**config.mk**
```make
export PLATFORM = sky130hd
export DESIGN_NAME = iob_rs232_tx_arbiter_flat
export DESIGN_NICKNAME = d
export VERILOG_FILES = /design/src/rtl/iob_rs232_tx_arbiter_if.sv /design/src/rtl/iob_rs232_tx_arbiter.sv /design/src/flat_wrapper.sv
export SDC_FILE = /design/constraint.sdc
export NUM_CORES = 1
export LEC_CHECK = 0
export ABC_AREA = 1
export BUFFER_PORTS_ARGS = -buffer_cell sky130_fd_sc_hd__buf_2
export CAP_MARGIN = 5
export CORE_MARGIN = 10
export CORE_UTILIZATION = 55
export DETAILED_ROUTE_END_ITERATION = 16
export HOLD_SLACK_MARGIN = 0.1
export PLACE_DENSITY = 0.89
export SLEW_MARGIN = 20
export SYNTH_ARGS = -nofsm -noshare
export SYNTH_HDL_FRONTEND = slang
export SYNTH_SLANG_ARGS = --single-unit
```
**constraint.sdc**
```tcl
create_clock -name clk_i -period 2.6 [get_ports clk_i]
set_clock_uncertainty 0.2 [all_clocks]
set_input_delay 0.26 -clock clk_i [delete_from_list [all_inputs] [get_ports clk_i]]
set_output_delay 0.26 -clock clk_i [all_outputs]
set_load 0.005 [all_outputs]
```
**src/rtl/iob_rs232_tx_arbiter_if.sv**
```systemverilog
// Byte-stream bundle between two console requesters, the arbiter and the UART TX port.
// Signal names carry the arbiter's view (_i into the arbiter, _o out of it).
//   req0_*/req1_* : requester byte streams (valid/data/last in, ready out)
//   tx_*          : registered output byte stream towards the UART (ready in)
//   cts_i         : link clear-to-send
//   grant_o       : one-hot current grant
//   timeout_o     : one-cycle pulse when a grant is revoked for inactivity
// Modports: master = requester/UART side, slave = arbiter.
interface iob_rs232_tx_arbiter_if #(
   parameter int unsigned DATA_W = 8
);
   logic              req0_valid_i;
   logic [DATA_W-1:0] req0_data_i;
   logic              req0_last_i;
   logic              req0_ready_o;
   logic              req1_valid_i;
   logic [DATA_W-1:0] req1_data_i;
   logic              req1_last_i;
   logic              req1_ready_o;
   logic              tx_valid_o;
   logic [DATA_W-1:0] tx_data_o;
   logic              tx_ready_i;
   logic              cts_i;
   logic [1:0]        grant_o;
   logic              timeout_o;

   modport master (
      output req0_valid_i, req0_data_i, req0_last_i,
      output req1_valid_i, req1_data_i, req1_last_i,
      output tx_ready_i, cts_i,
      input  req0_ready_o, req1_ready_o, tx_valid_o, tx_data_o, grant_o, timeout_o
   );

   modport slave (
      input  req0_valid_i, req0_data_i, req0_last_i,
      input  req1_valid_i, req1_data_i, req1_last_i,
      input  tx_ready_i, cts_i,
      output req0_ready_o, req1_ready_o, tx_valid_o, tx_data_o, grant_o, timeout_o
   );
endinterface

```
**src/rtl/iob_rs232_tx_arbiter.sv**
```systemverilog
// Shares one RS232 transmit path between two byte-stream requesters. Whole messages are
// granted round-robin, optionally prefixed with a per-requester tag byte, through a single
// registered output byte buffer that honours UART ready and link CTS.
// Ports:
//   clk_i    : system clock
//   arst_n_i : asynchronous reset, active-low
//   cke_i    : clock enable; low freezes all state and forces ready outputs low
//   bus      : requester/UART/grant bundle (slave modport)
module iob_rs232_tx_arbiter #(
   parameter int unsigned       DATA_W    = 8,
   parameter int unsigned       TIMEOUT_W = 16,
   parameter int unsigned       TIMEOUT   = 1000,
   parameter bit                TAG_EN    = 1'b1,
   parameter logic [DATA_W-1:0] TAG0      = DATA_W'(8'h01),
   parameter logic [DATA_W-1:0] TAG1      = DATA_W'(8'h02)
) (
   input logic                    clk_i,
   input logic                    arst_n_i,
   input logic                    cke_i,
   iob_rs232_tx_arbiter_if.slave  bus
);

   typedef enum logic [1:0] {StIdle, StHeader, StStream} state_e;

   state_e               state_q, state_d;
   logic [1:0]           grant_q, grant_d;
   logic                 last_id_q, last_id_d;   // requester that ended the latest message
   logic [TIMEOUT_W-1:0] cnt_q, cnt_d;
   logic                 tx_valid_q, tx_valid_d;
   logic [DATA_W-1:0]    tx_data_q, tx_data_d;
   logic                 timeout_q, timeout_d;

   logic                 out_xfer, out_free;
   logic                 ready0, ready1, accept;
   logic                 gnt_id, gnt_valid, gnt_last;
   logic [DATA_W-1:0]    gnt_data;
   logic [TIMEOUT_W-1:0] cnt_inc;
   logic                 pick;

   // Handshake decode; ready depends only on state and the output side, never on valid.
   always_comb begin
      out_xfer  = tx_valid_q & bus.tx_ready_i & bus.cts_i & cke_i;
      out_free  = ~tx_valid_q | out_xfer;
      ready0    = cke_i & (state_q == StStream) & grant_q[0] & out_free;
      ready1    = cke_i & (state_q == StStream) & grant_q[1] & out_free;
      accept    = (bus.req0_valid_i & ready0) | (bus.req1_valid_i & ready1);
      gnt_id    = grant_q[1];
      gnt_valid = gnt_id ? bus.req1_valid_i : bus.req0_valid_i;
      gnt_last  = gnt_id ? bus.req1_last_i  : bus.req0_last_i;
      gnt_data  = gnt_id ? bus.req1_data_i  : bus.req0_data_i;
      cnt_inc   = cnt_q + TIMEOUT_W'(1);
   end

   always_comb begin
      state_d    = state_q;
      grant_d    = grant_q;
      last_id_d  = last_id_q;
      cnt_d      = cnt_q;
      tx_valid_d = tx_valid_q;
      tx_data_d  = tx_data_q;
      timeout_d  = timeout_q;
      pick       = 1'b0;

      if (cke_i) begin
         timeout_d = 1'b0;
         // Drain first; a load below overrides the clear in the same cycle.
         if (out_xfer) begin
            tx_valid_d = 1'b0;
         end

         unique case (state_q)
            StIdle: begin
               if (bus.req0_valid_i | bus.req1_valid_i) begin
                  // On contention prefer the requester that did not finish last.
                  pick    = (bus.req0_valid_i & bus.req1_valid_i) ? ~last_id_q
                                                                  : bus.req1_valid_i;
                  grant_d = pick ? 2'b10 : 2'b01;
                  cnt_d   = '0;
                  state_d = TAG_EN ? StHeader : StStream;
               end
            end

            StHeader: begin
               if (out_free) begin
                  tx_valid_d = 1'b1;
                  tx_data_d  = gnt_id ? TAG1 : TAG0;
                  state_d    = StStream;
               end
            end

            StStream: begin
               if (accept) begin
                  tx_valid_d = 1'b1;
                  tx_data_d  = gnt_data;
                  cnt_d      = '0;
                  if (gnt_last) begin
                     state_d   = StIdle;
                     grant_d   = 2'b00;
                     last_id_d = gnt_id;
                  end
               end else if (!gnt_valid) begin
                  // Only true inactivity counts; backpressured valid bytes do not.
                  if (cnt_inc == TIMEOUT_W'(TIMEOUT)) begin
                     timeout_d = 1'b1;
                     state_d   = StIdle;
                     grant_d   = 2'b00;
                     last_id_d = gnt_id;
                     cnt_d     = '0;
                  end else begin
                     cnt_d = cnt_inc;
                  end
               end
            end

            default: begin
               state_d = StIdle;
               grant_d = 2'b00;
            end
         endcase
      end
   end

   always_ff @(posedge clk_i or negedge arst_n_i) begin
      if (!arst_n_i) begin
         state_q    <= StIdle;
         grant_q    <= 2'b00;
         last_id_q  <= 1'b1;   // so requester 0 wins the first contention
         cnt_q      <= '0;
         tx_valid_q <= 1'b0;
         tx_data_q  <= '0;
         timeout_q  <= 1'b0;
      end else begin
         state_q    <= state_d;
         grant_q    <= grant_d;
         last_id_q  <= last_id_d;
         cnt_q      <= cnt_d;
         tx_valid_q <= tx_valid_d;
         tx_data_q  <= tx_data_d;
         timeout_q  <= timeout_d;
      end
   end

   assign bus.req0_ready_o = ready0;
   assign bus.req1_ready_o = ready1;
   assign bus.tx_valid_o   = tx_valid_q;
   assign bus.tx_data_o    = tx_data_q;
   assign bus.grant_o      = grant_q;
   assign bus.timeout_o    = timeout_q;

endmodule
```
**src/flat_wrapper.sv**
```systemverilog
// flat-port wrapper written by rule: the top's interface ports become plain ports
module iob_rs232_tx_arbiter_flat 
#(
   parameter int unsigned       DATA_W    = 8,
   parameter int unsigned       TIMEOUT_W = 16,
   parameter int unsigned       TIMEOUT   = 1000,
   parameter bit                TAG_EN    = 1'b1,
   parameter logic [DATA_W-1:0] TAG0      = DATA_W'(8'h01),
   parameter logic [DATA_W-1:0] TAG1      = DATA_W'(8'h02)
)
  (clk_i, arst_n_i, cke_i, bus_req0_valid_i, bus_req0_data_i, bus_req0_last_i, bus_req1_valid_i, bus_req1_data_i, bus_req1_last_i, bus_tx_ready_i, bus_cts_i, bus_req0_ready_o, bus_req1_ready_o, bus_tx_valid_o, bus_tx_data_o, bus_grant_o, bus_timeout_o);
  iob_rs232_tx_arbiter_if #(.DATA_W(DATA_W)) bus_i ();
  input logic clk_i;
  input logic arst_n_i;
  input logic cke_i;
  input wire logic [$bits(bus_i.req0_valid_i)-1:0] bus_req0_valid_i;
  input wire logic [$bits(bus_i.req0_data_i)-1:0] bus_req0_data_i;
  input wire logic [$bits(bus_i.req0_last_i)-1:0] bus_req0_last_i;
  input wire logic [$bits(bus_i.req1_valid_i)-1:0] bus_req1_valid_i;
  input wire logic [$bits(bus_i.req1_data_i)-1:0] bus_req1_data_i;
  input wire logic [$bits(bus_i.req1_last_i)-1:0] bus_req1_last_i;
  input wire logic [$bits(bus_i.tx_ready_i)-1:0] bus_tx_ready_i;
  input wire logic [$bits(bus_i.cts_i)-1:0] bus_cts_i;
  output wire logic [$bits(bus_i.req0_ready_o)-1:0] bus_req0_ready_o;
  output wire logic [$bits(bus_i.req1_ready_o)-1:0] bus_req1_ready_o;
  output wire logic [$bits(bus_i.tx_valid_o)-1:0] bus_tx_valid_o;
  output wire logic [$bits(bus_i.tx_data_o)-1:0] bus_tx_data_o;
  output wire logic [$bits(bus_i.grant_o)-1:0] bus_grant_o;
  output wire logic [$bits(bus_i.timeout_o)-1:0] bus_timeout_o;
  assign bus_i.req0_valid_i = bus_req0_valid_i;
  assign bus_i.req0_data_i = bus_req0_data_i;
  assign bus_i.req0_last_i = bus_req0_last_i;
  assign bus_i.req1_valid_i = bus_req1_valid_i;
  assign bus_i.req1_data_i = bus_req1_data_i;
  assign bus_i.req1_last_i = bus_req1_last_i;
  assign bus_i.tx_ready_i = bus_tx_ready_i;
  assign bus_i.cts_i = bus_cts_i;
  assign bus_req0_ready_o = bus_i.req0_ready_o;
  assign bus_req1_ready_o = bus_i.req1_ready_o;
  assign bus_tx_valid_o = bus_i.tx_valid_o;
  assign bus_tx_data_o = bus_i.tx_data_o;
  assign bus_grant_o = bus_i.grant_o;
  assign bus_timeout_o = bus_i.timeout_o;
  iob_rs232_tx_arbiter #(.DATA_W(DATA_W), .TIMEOUT_W(TIMEOUT_W), .TIMEOUT(TIMEOUT), .TAG_EN(TAG_EN), .TAG0(TAG0), .TAG1(TAG1)) u_core (.clk_i(clk_i), .arst_n_i(arst_n_i), .cke_i(cke_i), .bus(bus_i));
endmodule
```
==> summary.md <==
| Metric | Value |
|---|---|
| Outcome | `complete, no violations` |
| Post-synth top area share | `0.363` |
| Syn_area_per_cell | `between 7 and 8 µm²` |
| Sequential Area | `777 µm²` |
| Die area | `~6600 µm²` |
| Top post-synthesis cells by area | `dfrtp_1, nand2_1, inv_1` |
| Worst reg2reg path startpoint | `u_core.cnt_q[0]` |
| Antenna violations before repair | `0` |
| CP Data Arrival Time | `about 2.3 ns` |
| R2R Path End | `u_core.bus.grant_o[0]` |
| Worst R2R Setup Slack | `0.28 ns` |
| Distinct cells, synth | `33` |
| Max_cap viols | `0` |
| Post-CTS setup buffer count | `0` |
| Max-slew violations | `0` |
| Vias | `approximately 2,000` |
| Design area | `approximately 2500 µm²` |
| Final setup viols | `0` |
| Pwr Total | `between 1.5 and 2 mW` |
| Max Root-Sink Buffers | `2` |
| Number of global-route vias before repair | `just under 2,000` |
| Drt via density | `approximately 5.3` |
| Clock slew at reported path FFs | `0.07 ns` |
| Cell Pwr Density | `approximately 750 nW/µm²` |
| Synth Cell Area | `slightly above 2000 µm²` |
| Worst hold start | `bus_req0_data_i[5]` |
| Area grow syn2layout | `18.8%` |
| CTS H-tree lvls | `2` |
| Crit. End Element | `flip-flop` |
| Root buffer cell | `clkbuf_8` |
| Kind of critical path | `flip-flop to flip-flop` |
| RSZ-0062 raised after global routing | `no` |
| Critical path fanouts, max | `8` |
| Crit share post-route | `0.892` |
| Most used DFF post-synth | `dfrtp_1` |
| Post-layout util | `0.676` |
| LEAKAGE | `around 1.2 nW` |
| R2R depth | `14` |
| Measured slew at the worst slew-check pin | `0.691 ns` |
| Seq cells post-synth | `31` |
| Setup TNS | `0 ns` |
| First-pass GRT wire length | `8680 µm` |
| CTS tree | `yes` |
| Nets | `around 360` |
| Largest net degree at the start of global routing | `32` |
| DRT Pass-1 Iters | `4` |
| Starting Density | `0.569` |
| Final-report hold violation count | `0` |
| Die width | `between 80 and 90 µm` |
| ANT cells | `0` |
| Cells after Synth | `around 280` |
| FMAX | `between 400 and 500 MHz` |
| Clk_lat worst skew | `roughly 0.28 ns` |
| Period minus WS final | `2.32 ns` |
| Drc violations | `0` |
| CP required | `approximately 2.6 ns` |
| Dpl cell area | `2280 µm²` |
| I/O Buffers | `38` |
| Asr flop ratio synth | `1.00` |
| Synth warn | `0` |
| Syn nets | `roughly 310` |
| Top Ports | `39` |
| Multi-input logic area | `around 1100 µm²` |
| Sinks on Clock Net | `31` |
| Startpoint type of the worst setup path | `flip-flop` |
| Commonest non-fill, non-tap cell in the layout | `nand2_1` |
| Core area | `3630 µm²` |
| Synth area leader | `dfrtp_1` |
| Number of buffers created by CTS | `5` |
| Hold EP | `u_core.bus.tx_data_o[5]` |
| Fillcell total | `between 300 and 400` |
| Routability Congestion | `roughly 0.94` |
| Most frequent cells in the layout | `nand2_1, buf_2, inv_1` |
| Die height | `between 80 and 90 µm` |
| Routed Antenna Nets | `0` |
| Initial DRC Count | `between 150 and 200` |
| DRT Wirelength | `between 4000 and 5000 µm` |
| DP HPWL | `roughly 3700 µm` |
| Hold path cells | `3` |
| Ratio of cells with drive above 1 in the final layout | `0.251` |
| Slew margin rel. | `0.540` |
| VDD IR max | `0.711 mV` |
| GRT overflow | `0` |
| Sequential share of the synthesized area | `0.376` |
| Type of the worst min-delay path | `input pin to flip-flop` |
| Site Rows | `22` |
| DR WL/cell | `between 10 and 15 µm` |
| Number of synthesized flops with an enable pin | `0` |
| GR Util All Layers | `0.162` |
[power by group]
| group | switching (mW) | internal [mW] |
|---|---|---|
| logic | 0.455 | 0.282 |
| clock network | 0.180 | 0.213 |
| registers | 0.104 | 0.596 |
[how the worst max path moves through the flow]
stage / endpoint / from / slack [ns]
after floorplan: u_core.cnt_q[2] / u_core.state_q[0] / 0.54
after global placement: u_core.cnt_q[1] / u_core.cnt_q[0] / 0.26
after detailed placement: u_core.cnt_q[1] / u_core.cnt_q[0] / 0.15
after CTS: u_core.cnt_q[1] / u_core.cnt_q[0] / 0.13
after global routing: u_core.state_q[1] / u_core.cnt_q[0] / 0.06
final: u_core.bus.grant_o[0] / u_core.cnt_q[0] / 0.28
[flip-flops by register name, summed over array words and instances, names as in the netlist]
signal and cells:
u_core.bus.grant_o 2, u_core.bus.timeout_o 1, u_core.bus.tx_data_o 8, u_core.bus.tx_valid_o 1, u_core.cnt_q 16, u_core.last_id_q 1, u_core.state_q 2
[through the flow]
stage / hold slack [ns] / cells / setup slack, ns
3_5_place_dp: 0.147 / 360 / 0.148
5_1_grt: 0.133 / 375 / 0.0584
3_3_place_gp: 0.136 / 360 / 0.261
4_1_cts: 0.105 / 375 / 0.133
6_report: 0.108 / 375 / 0.282
2_1_floorplan: -0.236 / 279 / 0.544
[synthesized netlist by cell type (4+ instances only)]
| master | n |
|---|---|
| dfrtp_1 | 30 |
| ha_1 | 4 |
| inv_1 | 34 |
| inv_2 | 4 |
| nand2_1 | 80 |
| nand3_1 | 16 |
| nand3_2 | 4 |
| nand4_1 | 14 |
| nor2_1 | 25 |
| nor2_2 | 5 |
| o21ai_0 | 15 |
| o21ai_2 | 9 |
| o31ai_1 | 4 |
[final cells by class]
| cell class | instances | area share |
|---|---|---|
| clock buffers | 7 | 0.0352 |
| clock inverters | 1 | 0.00204 |
| inverters | 38 | 0.0581 |
| multi-input cells | 203 | 0.452 |
| flip-flops and latches | 31 | 0.317 |
| well taps | 48 | 0.0245 |
| repair buffers | 47 | 0.112 |
[worst max-delay path: stages, from the launching register on]
cell and delay (ns):
dfrtp_1 0.45, ha_1 0.24, nand3_1 0.12, nor2_2 0.19, nand2_1 0.09, nand2_1 0.06
nand2_1 0.05, inv_1 0.08, nand2_1 0.06, nor2_2 0.09, nand3_2 0.16, nand3_4 0.16
nand3_1 0.12, nand2_1 0.09, nand2_1 0.05
[kinds of logic (layout without fill, tap and decap cells)]
family | after synthesis | after routing | share of synthesized area
flip-flops | 31 | 31 | 0.376
XOR/XNOR | 2 | 2 | 0.00848
buffers and inverters | 45 | 93 | 0.0915
AO/OA/AOI/OAI | 41 | 41 | 0.136
multiplexers | 1 | 1 | 0.0109
adder cells (fa/ha/maj) | 4 | 4 | 0.0242
AND/OR/NAND/NOR | 155 | 155 | 0.353
[routing by layer]
layer	part of all wire	vias up	wire length [µm]	track usage
met1	0.44	929	2180	0.196
met4	0.0090	0	45	0.0450
met5	0	-	0	0
met2	0.49	60	2430	0.267
met3	0.063	6	316	0.0541
li1	-	1001	-	-
[repair_timing]
action                                 4_1_cts  5_1_grt
endpoints found under the hold margin       36        0
setup endpoints to repair                    0       11
gates resized for setup                      0        1
hold buffers                                 7        0
(Power assumes the default switching activity.)
